File: src/rtl/addsub_pkg.sv
// Shared types and helpers for the add/subtract sequencer.
package addsub_pkg;

  localparam int WIDTH = 4;

  typedef enum logic [1:0] {
    IDLE   = 2'd0,
    WAIT_B = 2'd1,
    CALC   = 2'd2,
    DONE   = 2'd3
  } state_t;

  // Subtraction is A + ~B + 1; the +1 enters as the adder carry-in.
  function automatic logic [WIDTH-1:0] cond_b(input logic [WIDTH-1:0] b, input logic sub);
    return b ^ {WIDTH{sub}};
  endfunction

endpackage

File: src/rtl/addsub_sequencer_if.sv
// Operand and result handshake bundle between upstream, the sequencer and the display stage.
// Handshake: a transfer happens on a rising edge where valid && ready; the producer holds
// its data stable while valid is high and ready is low.
interface addsub_sequencer_if;
  import addsub_pkg::*;

  logic             in_valid;
  logic             in_ready;
  logic [WIDTH-1:0] din;
  logic             sub;
  logic             acc;
  logic             out_valid;
  logic             out_ready;
  logic [WIDTH-1:0] result;
  logic             cout;
  logic             ovf;

  modport slave (
    input  in_valid, din, sub, acc, out_ready,
    output in_ready, out_valid, result, cout, ovf
  );

  modport master (
    output in_valid, din, sub, acc, out_ready,
    input  in_ready, out_valid, result, cout, ovf
  );
endinterface

File: src/rtl/adder4.sv
// Four-bit ripple-carry adder with carry-out and signed overflow.
module adder4 (
  input  logic [3:0] a_i,
  input  logic [3:0] b_i,
  input  logic       c0_i,
  output logic [3:0] s_o,
  output logic       c4_o,
  output logic       v_o
);
  logic [4:0] c;

  assign c[0] = c0_i;

  for (genvar i = 0; i < 4; i++) begin : g_bit
    fulladder u_fa (
      .a_i  (a_i[i]),
      .b_i  (b_i[i]),
      .ci_i (c[i]),
      .s_o  (s_o[i]),
      .co_o (c[i+1])
    );
  end

  assign c4_o = c[4];
  // Signed overflow: carry into the sign bit differs from carry out of it.
  assign v_o  = c[4] ^ c[3];
endmodule

File: src/rtl/fulladder.sv
// One-bit full adder cell used by the ripple-carry adder.
module fulladder (
  input  logic a_i,
  input  logic b_i,
  input  logic ci_i,
  output logic s_o,
  output logic co_o
);
  assign s_o  = a_i ^ b_i ^ ci_i;
  assign co_o = (a_i & b_i) | (ci_i & (a_i ^ b_i));
endmodule

File: src/rtl/addsub_sequencer.sv
// Sequences two operands (or accumulator + operand) through adder4 and hands the
// registered result downstream over a valid/ready handshake.
module addsub_sequencer #(
  parameter int WIDTH  = 4,
  parameter bit ACC_EN = 1'b1
) (
  input  logic                  clk,
  input  logic                  rst,
  input  logic                  clr_i,
  addsub_sequencer_if.slave     bus,
  output addsub_pkg::state_t    state_o
);
  import addsub_pkg::*;

  if (WIDTH != 4) begin : g_bad_width
    $error("addsub_sequencer: WIDTH must be 4");
  end

  state_t     state_q;
  logic [3:0] rega_q;
  logic [3:0] regb_q;
  logic [3:0] acc_q;
  logic       sub_q;
  logic [3:0] result_q;
  logic       cout_q;
  logic       ovf_q;
  logic       out_valid_q;

  logic [3:0] sum;
  logic       c4;
  logic       v;

  adder4 u_adder4 (
    .a_i  (rega_q),
    .b_i  (cond_b(regb_q, sub_q)),
    .c0_i (sub_q),
    .s_o  (sum),
    .c4_o (c4),
    .v_o  (v)
  );

  always_ff @(posedge clk or posedge rst) begin
    if (rst) begin
      state_q     <= IDLE;
      rega_q      <= '0;
      regb_q      <= '0;
      acc_q       <= '0;
      sub_q       <= 1'b0;
      result_q    <= '0;
      cout_q      <= 1'b0;
      ovf_q       <= 1'b0;
      out_valid_q <= 1'b0;
    end else if (clr_i) begin
      state_q     <= IDLE;
      rega_q      <= '0;
      regb_q      <= '0;
      acc_q       <= '0;
      sub_q       <= 1'b0;
      result_q    <= '0;
      cout_q      <= 1'b0;
      ovf_q       <= 1'b0;
      out_valid_q <= 1'b0;
    end else begin
      case (state_q)
        IDLE: begin
          if (bus.in_valid) begin
            sub_q <= bus.sub;
            if (ACC_EN && bus.acc) begin
              rega_q  <= acc_q;
              regb_q  <= bus.din;
              state_q <= CALC;
            end else begin
              rega_q  <= bus.din;
              state_q <= WAIT_B;
            end
          end
        end
        WAIT_B: begin
          if (bus.in_valid) begin
            regb_q  <= bus.din;
            state_q <= CALC;
          end
        end
        CALC: begin
          result_q    <= sum;
          cout_q      <= c4;
          ovf_q       <= v;
          acc_q       <= sum;
          out_valid_q <= 1'b1;
          state_q     <= DONE;
        end
        DONE: begin
          if (bus.out_ready) begin
            out_valid_q <= 1'b0;
            state_q     <= IDLE;
          end
        end
        default: state_q <= IDLE;
      endcase
    end
  end

  assign bus.in_ready  = (state_q == IDLE) || (state_q == WAIT_B);
  assign bus.out_valid = out_valid_q;
  assign bus.result    = result_q;
  assign bus.cout      = cout_q;
  assign bus.ovf       = ovf_q;
  assign state_o       = state_q;
endmodule

File: src/flat_wrapper.sv
// flat-port wrapper written by rule: the top's interface ports become plain ports
module addsub_sequencer_flat import addsub_pkg::*;
#(
  parameter int WIDTH  = 4,
  parameter bit ACC_EN = 1'b1
)
  (clk, rst, clr_i, state_o, bus_in_valid, bus_din, bus_sub, bus_acc, bus_out_ready, bus_in_ready, bus_out_valid, bus_result, bus_cout, bus_ovf);
  addsub_sequencer_if bus_i ();
  input  logic clk;
  input  logic rst;
  input  logic clr_i;
  output addsub_pkg::state_t state_o;
  input wire logic [$bits(bus_i.in_valid)-1:0] bus_in_valid;
  input wire logic [$bits(bus_i.din)-1:0] bus_din;
  input wire logic [$bits(bus_i.sub)-1:0] bus_sub;
  input wire logic [$bits(bus_i.acc)-1:0] bus_acc;
  input wire logic [$bits(bus_i.out_ready)-1:0] bus_out_ready;
  output wire logic [$bits(bus_i.in_ready)-1:0] bus_in_ready;
  output wire logic [$bits(bus_i.out_valid)-1:0] bus_out_valid;
  output wire logic [$bits(bus_i.result)-1:0] bus_result;
  output wire logic [$bits(bus_i.cout)-1:0] bus_cout;
  output wire logic [$bits(bus_i.ovf)-1:0] bus_ovf;
  assign bus_i.in_valid = bus_in_valid;
  assign bus_i.din = bus_din;
  assign bus_i.sub = bus_sub;
  assign bus_i.acc = bus_acc;
  assign bus_i.out_ready = bus_out_ready;
  assign bus_in_ready = bus_i.in_ready;
  assign bus_out_valid = bus_i.out_valid;
  assign bus_result = bus_i.result;
  assign bus_cout = bus_i.cout;
  assign bus_ovf = bus_i.ovf;
  addsub_sequencer #(.WIDTH(WIDTH), .ACC_EN(ACC_EN)) u_core (.clk(clk), .rst(rst), .clr_i(clr_i), .bus(bus_i), .state_o(state_o));
endmodule
File: config.mk
export PLATFORM = sky130hd
export DESIGN_NAME = addsub_sequencer_flat
export DESIGN_NICKNAME = d
export VERILOG_FILES = /design/src/rtl/addsub_pkg.sv /design/src/rtl/addsub_sequencer_if.sv /design/src/rtl/adder4.sv /design/src/rtl/fulladder.sv /design/src/rtl/addsub_sequencer.sv /design/src/flat_wrapper.sv
export SDC_FILE = /design/constraint.sdc
export NUM_CORES = 1
export LEC_CHECK = 0
export BUFFER_PORTS_ARGS = -buffer_cell sky130_fd_sc_hd__buf_2
export CELL_PAD_IN_SITES_DETAIL_PLACEMENT = 1
export CELL_PAD_IN_SITES_GLOBAL_PLACEMENT = 1
export CORE_MARGIN = 4
export CORE_UTILIZATION = 44
export DETAILED_ROUTE_END_ITERATION = 10
export PLACE_DENSITY = 0.93
export RECOVER_POWER = 100
export SLEW_MARGIN = 20
export SYNTH_ARGS = -nofsm -noshare
export SYNTH_HDL_FRONTEND = slang
export SYNTH_SLANG_ARGS = --single-unit
File: constraint.sdc
create_clock -name clk -period 7.2 [get_ports clk]
set_input_delay 0.72 -clock clk [delete_from_list [all_inputs] [get_ports clk]]
set_output_delay 0.72 -clock clk [all_outputs]
set_load 0.05 [all_outputs]
==> metrics.md <==
| Metric | Value |
|---|---|
| Num CTS Buffers | 3 |
| Clock network fraction of total power | 0.152 |
| Synthesized area | 1060 µm² |
| IO Port Bufs | 20 |
| First-pass DRT Iterations | 4 |
| Required @ worst endpoint | roughly 6.5 ns |
| Remaining DRCs | 0 |
| Async SR Flop Fraction | 1.00 |
| Setup CP Type | reg -> out |
| Fin nets | between 100 and 150 |
| Initial DRC count | 11 |
| Sequential share of the synthesized area | 0.424 |
| Transition time at the pin with the least slew margin | just under 0.9 ns |
| FP Rows | 17 |
| PD cells | around 340 nW/µm² |
| Post-cts resize count | 0 |
| Lkg Pwr | 0.000529 µW |
| Core ar. | 2250 µm² |
| Fin crit share | 0.345 |
| Unrepaired setup endpoints after global routing | no |
| First-pass GRT wire length | between 3 and 4 mm |
| Switching Share | 0.465 |
| Synth cell types | 20 |
| GRT Resource Usage Total | 0.153 |
| Routability cong. | 0.766 |
| Initial antenna violation count | 0 |
| Dpl hpwl | between 1.5 and 2 mm |
| CTS tree | yes |
| Area leader, netlist | dfrtp_1 |
| Die Y | between 50 and 60 µm |
| Cells after synthesis | between 100 and 150 |
| Via count | around 760 |
| Main flop type after synthesis | dfrtp_1 |
| FF-to-FF Start | u_core.sub_q |
| Commonest non-fill, non-tap cells in the layout | dfrtp_1, nor2_1, mux2i_1, nand2b_1 |
| Root Driver | clkbuf_4 |
| Reg2reg path depth | 6 |
| R2R Setup Slk | roughly 4.8 ns |
| Seq pwr share | 0.352 |
| Area of the multi-input gates | 547 µm² |
| CTS sink cnt | 18 |
| Final setup fails | 0 |
| Tot Pwr | a little over 400 µW |
| Synth warn | 0 |
| Hold Vio Cnt, Final | 0 |
| Pint | 219 µW |
| Final TNS setup | 0 ns |
| CTS Hold Bufs | 0 |
| Synth area leaders | dfrtp_1, mux2i_1, nand2b_1, fa_1, a211oi_1 |
| Die footprint | 3260 µm² |
| Worst Clk Skew | ~0.0070 ns |
| Layout area overhead | 11.7% |
| Crit path launch | u_core.state_o[0] |
| Slew margin rel. | 0.414 |
| Fillers | ~280 |
| Longest Clk Path Bufs | 2 |
| Max-slew violation count | 0 |
| Net Switching | about 190 µW |
| Layout cells sized above 1 | 0.125 |
| Via density | a little over 5 |
| Ant diodes | 0 |
| Post-Syn Area per Cell | 10.4 µm² |
| Reg2reg end | u_core.bus.ovf |
| Critical path endpoint category | output port |
| Yosys reg bits | 18 |
| Most common cell after layout, fill and taps aside | dfrtp_1 |
| Vias in the first global route | 800 |
| Min-Delay Path Class | in -> async |
| Total grt overflow | 0 |
| Clk pin slew, worst setup/hold paths | ~0.11 ns |
| WL per Instance | about 16 µm |
| Post-CTS Setup Inserts | 0 |
| Max-cap violations | 0 |
| Clk_lat worst skew | ~0.29 ns |
| Initial Utilization | 0.471 |
| Post-synth EDFFs | 0 |
| Seq. cell area | roughly 450 µm² |
| H-tree level count | 1 |
| Top-Level Pins | 21 |
| Largest net degree at the start of global routing | 25 |
| Die width | between 50 and 60 µm |
| Syn Nets | 120 |
| Fmax | 403 MHz |
| Crit path max fanout | 7 |
| Final wirelength | approximately 2.3 mm |
| Antenna viol nets, final | 0 |
| Worst Setup Start Kind | flop |
| VDD IR max | around 210 µV |
| Post-route minimum period | between 2 and 2.5 ns |
| Area fraction of the dominant cell type after synthesis | 0.424 |
| CP arrival | between 1.5 and 2 ns |
| Outcome | complete, no violations |
| Fraction of power consumed by combinational cells | 0.496 |
## per-layer routing
metal / vias to the layer above / routed length, µm / global-route usage
li1: 371 / - / -
met1: 378 / 1050 / 0.192
met2: 10 / 1190 / 0.269
met3: 2 / 70 / 0.0226
met4: 0 / 17 / 0.0497
met5: - / 0 / 0
## critical path: stages, from the launching register on
cell and delay [ns]:
dfrtp_1 0.44, inv_1 0.11, ha_1 0.25, or2_0 0.19
clkbuf_1 0.48
## area by class of cell
cell class,count,area share
repair buffers,20,0.0738
well taps,28,0.0295
inverters,8,0.0253
flip-flops and latches,18,0.380
multi-input cells,70,0.461
clock buffers,4,0.0306
## per-stage QoR
step                worst slack, ns   util  instances  hold slack (ns)  cell area, µm²
finish                         4.72  0.526        148            0.514            1190
global route                   4.60  0.526        148            0.575            1190
CTS                            4.74  0.535        148            0.531            1210
detailed placement             4.77  0.519        144            0.506            1170
global placement               4.89  0.519        144            0.502            1170
floorplan                      4.86      -        102            0.531            1060
## registers in the layout, summed over array words and instances (netlist names)
name and cells:
u_core.acc_q 4, u_core.sub_q 1, u_core.bus.out_valid 1, u_core.regb_q 4
u_core.bus.cout 1, u_core.bus.ovf 1, u_core.state_o 2, u_core.rega_q 4
## cells by family after synthesis
logic type / count (synthesis) / synth area share
fa+ha+maj: 7 / 0.104
xor+xnor: 5 / 0.0412
mux: 14 / 0.141
buf+inv: 14 / 0.0542
simple gates: 31 / 0.146
flops: 18 / 0.424
compound gates: 13 / 0.0895
## worst max-delay path by stage
| stage | end |
|---|---|
| after floorplan | u_core.bus.ovf |
| after global placement | u_core.bus.ovf |
| after detailed placement | u_core.bus.ovf |
| after CTS | u_core.bus.ovf |
| after global routing | bus_in_ready |
| final | bus_in_ready |
## cell usage after synthesis (2+ instances only)
| cell | count |
|---|---|
| a211oi_1 | 8 |
| mux2i_1 | 12 |
| nand2b_1 | 11 |
| fa_1 | 3 |
| ha_1 | 4 |
| a21oi_1 | 3 |
| nor2_1 | 14 |
| xnor2_1 | 5 |
| inv_1 | 8 |
| buf_2 | 4 |
| nand2_1 | 2 |
| clkbuf_1 | 2 |
| mux2_4 | 2 |
| dfrtp_1 | 18 |
## power by group through the flow
stage	logic, µW	registers [µW]	clock network, µW
final	203	144	62.0
after CTS	214	144	64.0
after global routing	221	147	69.3
after floorplan	118	191	0
after global placement	204	144	0
after detailed placement	210	146	0
Note: power is estimated with default switching activity, not from simulation.
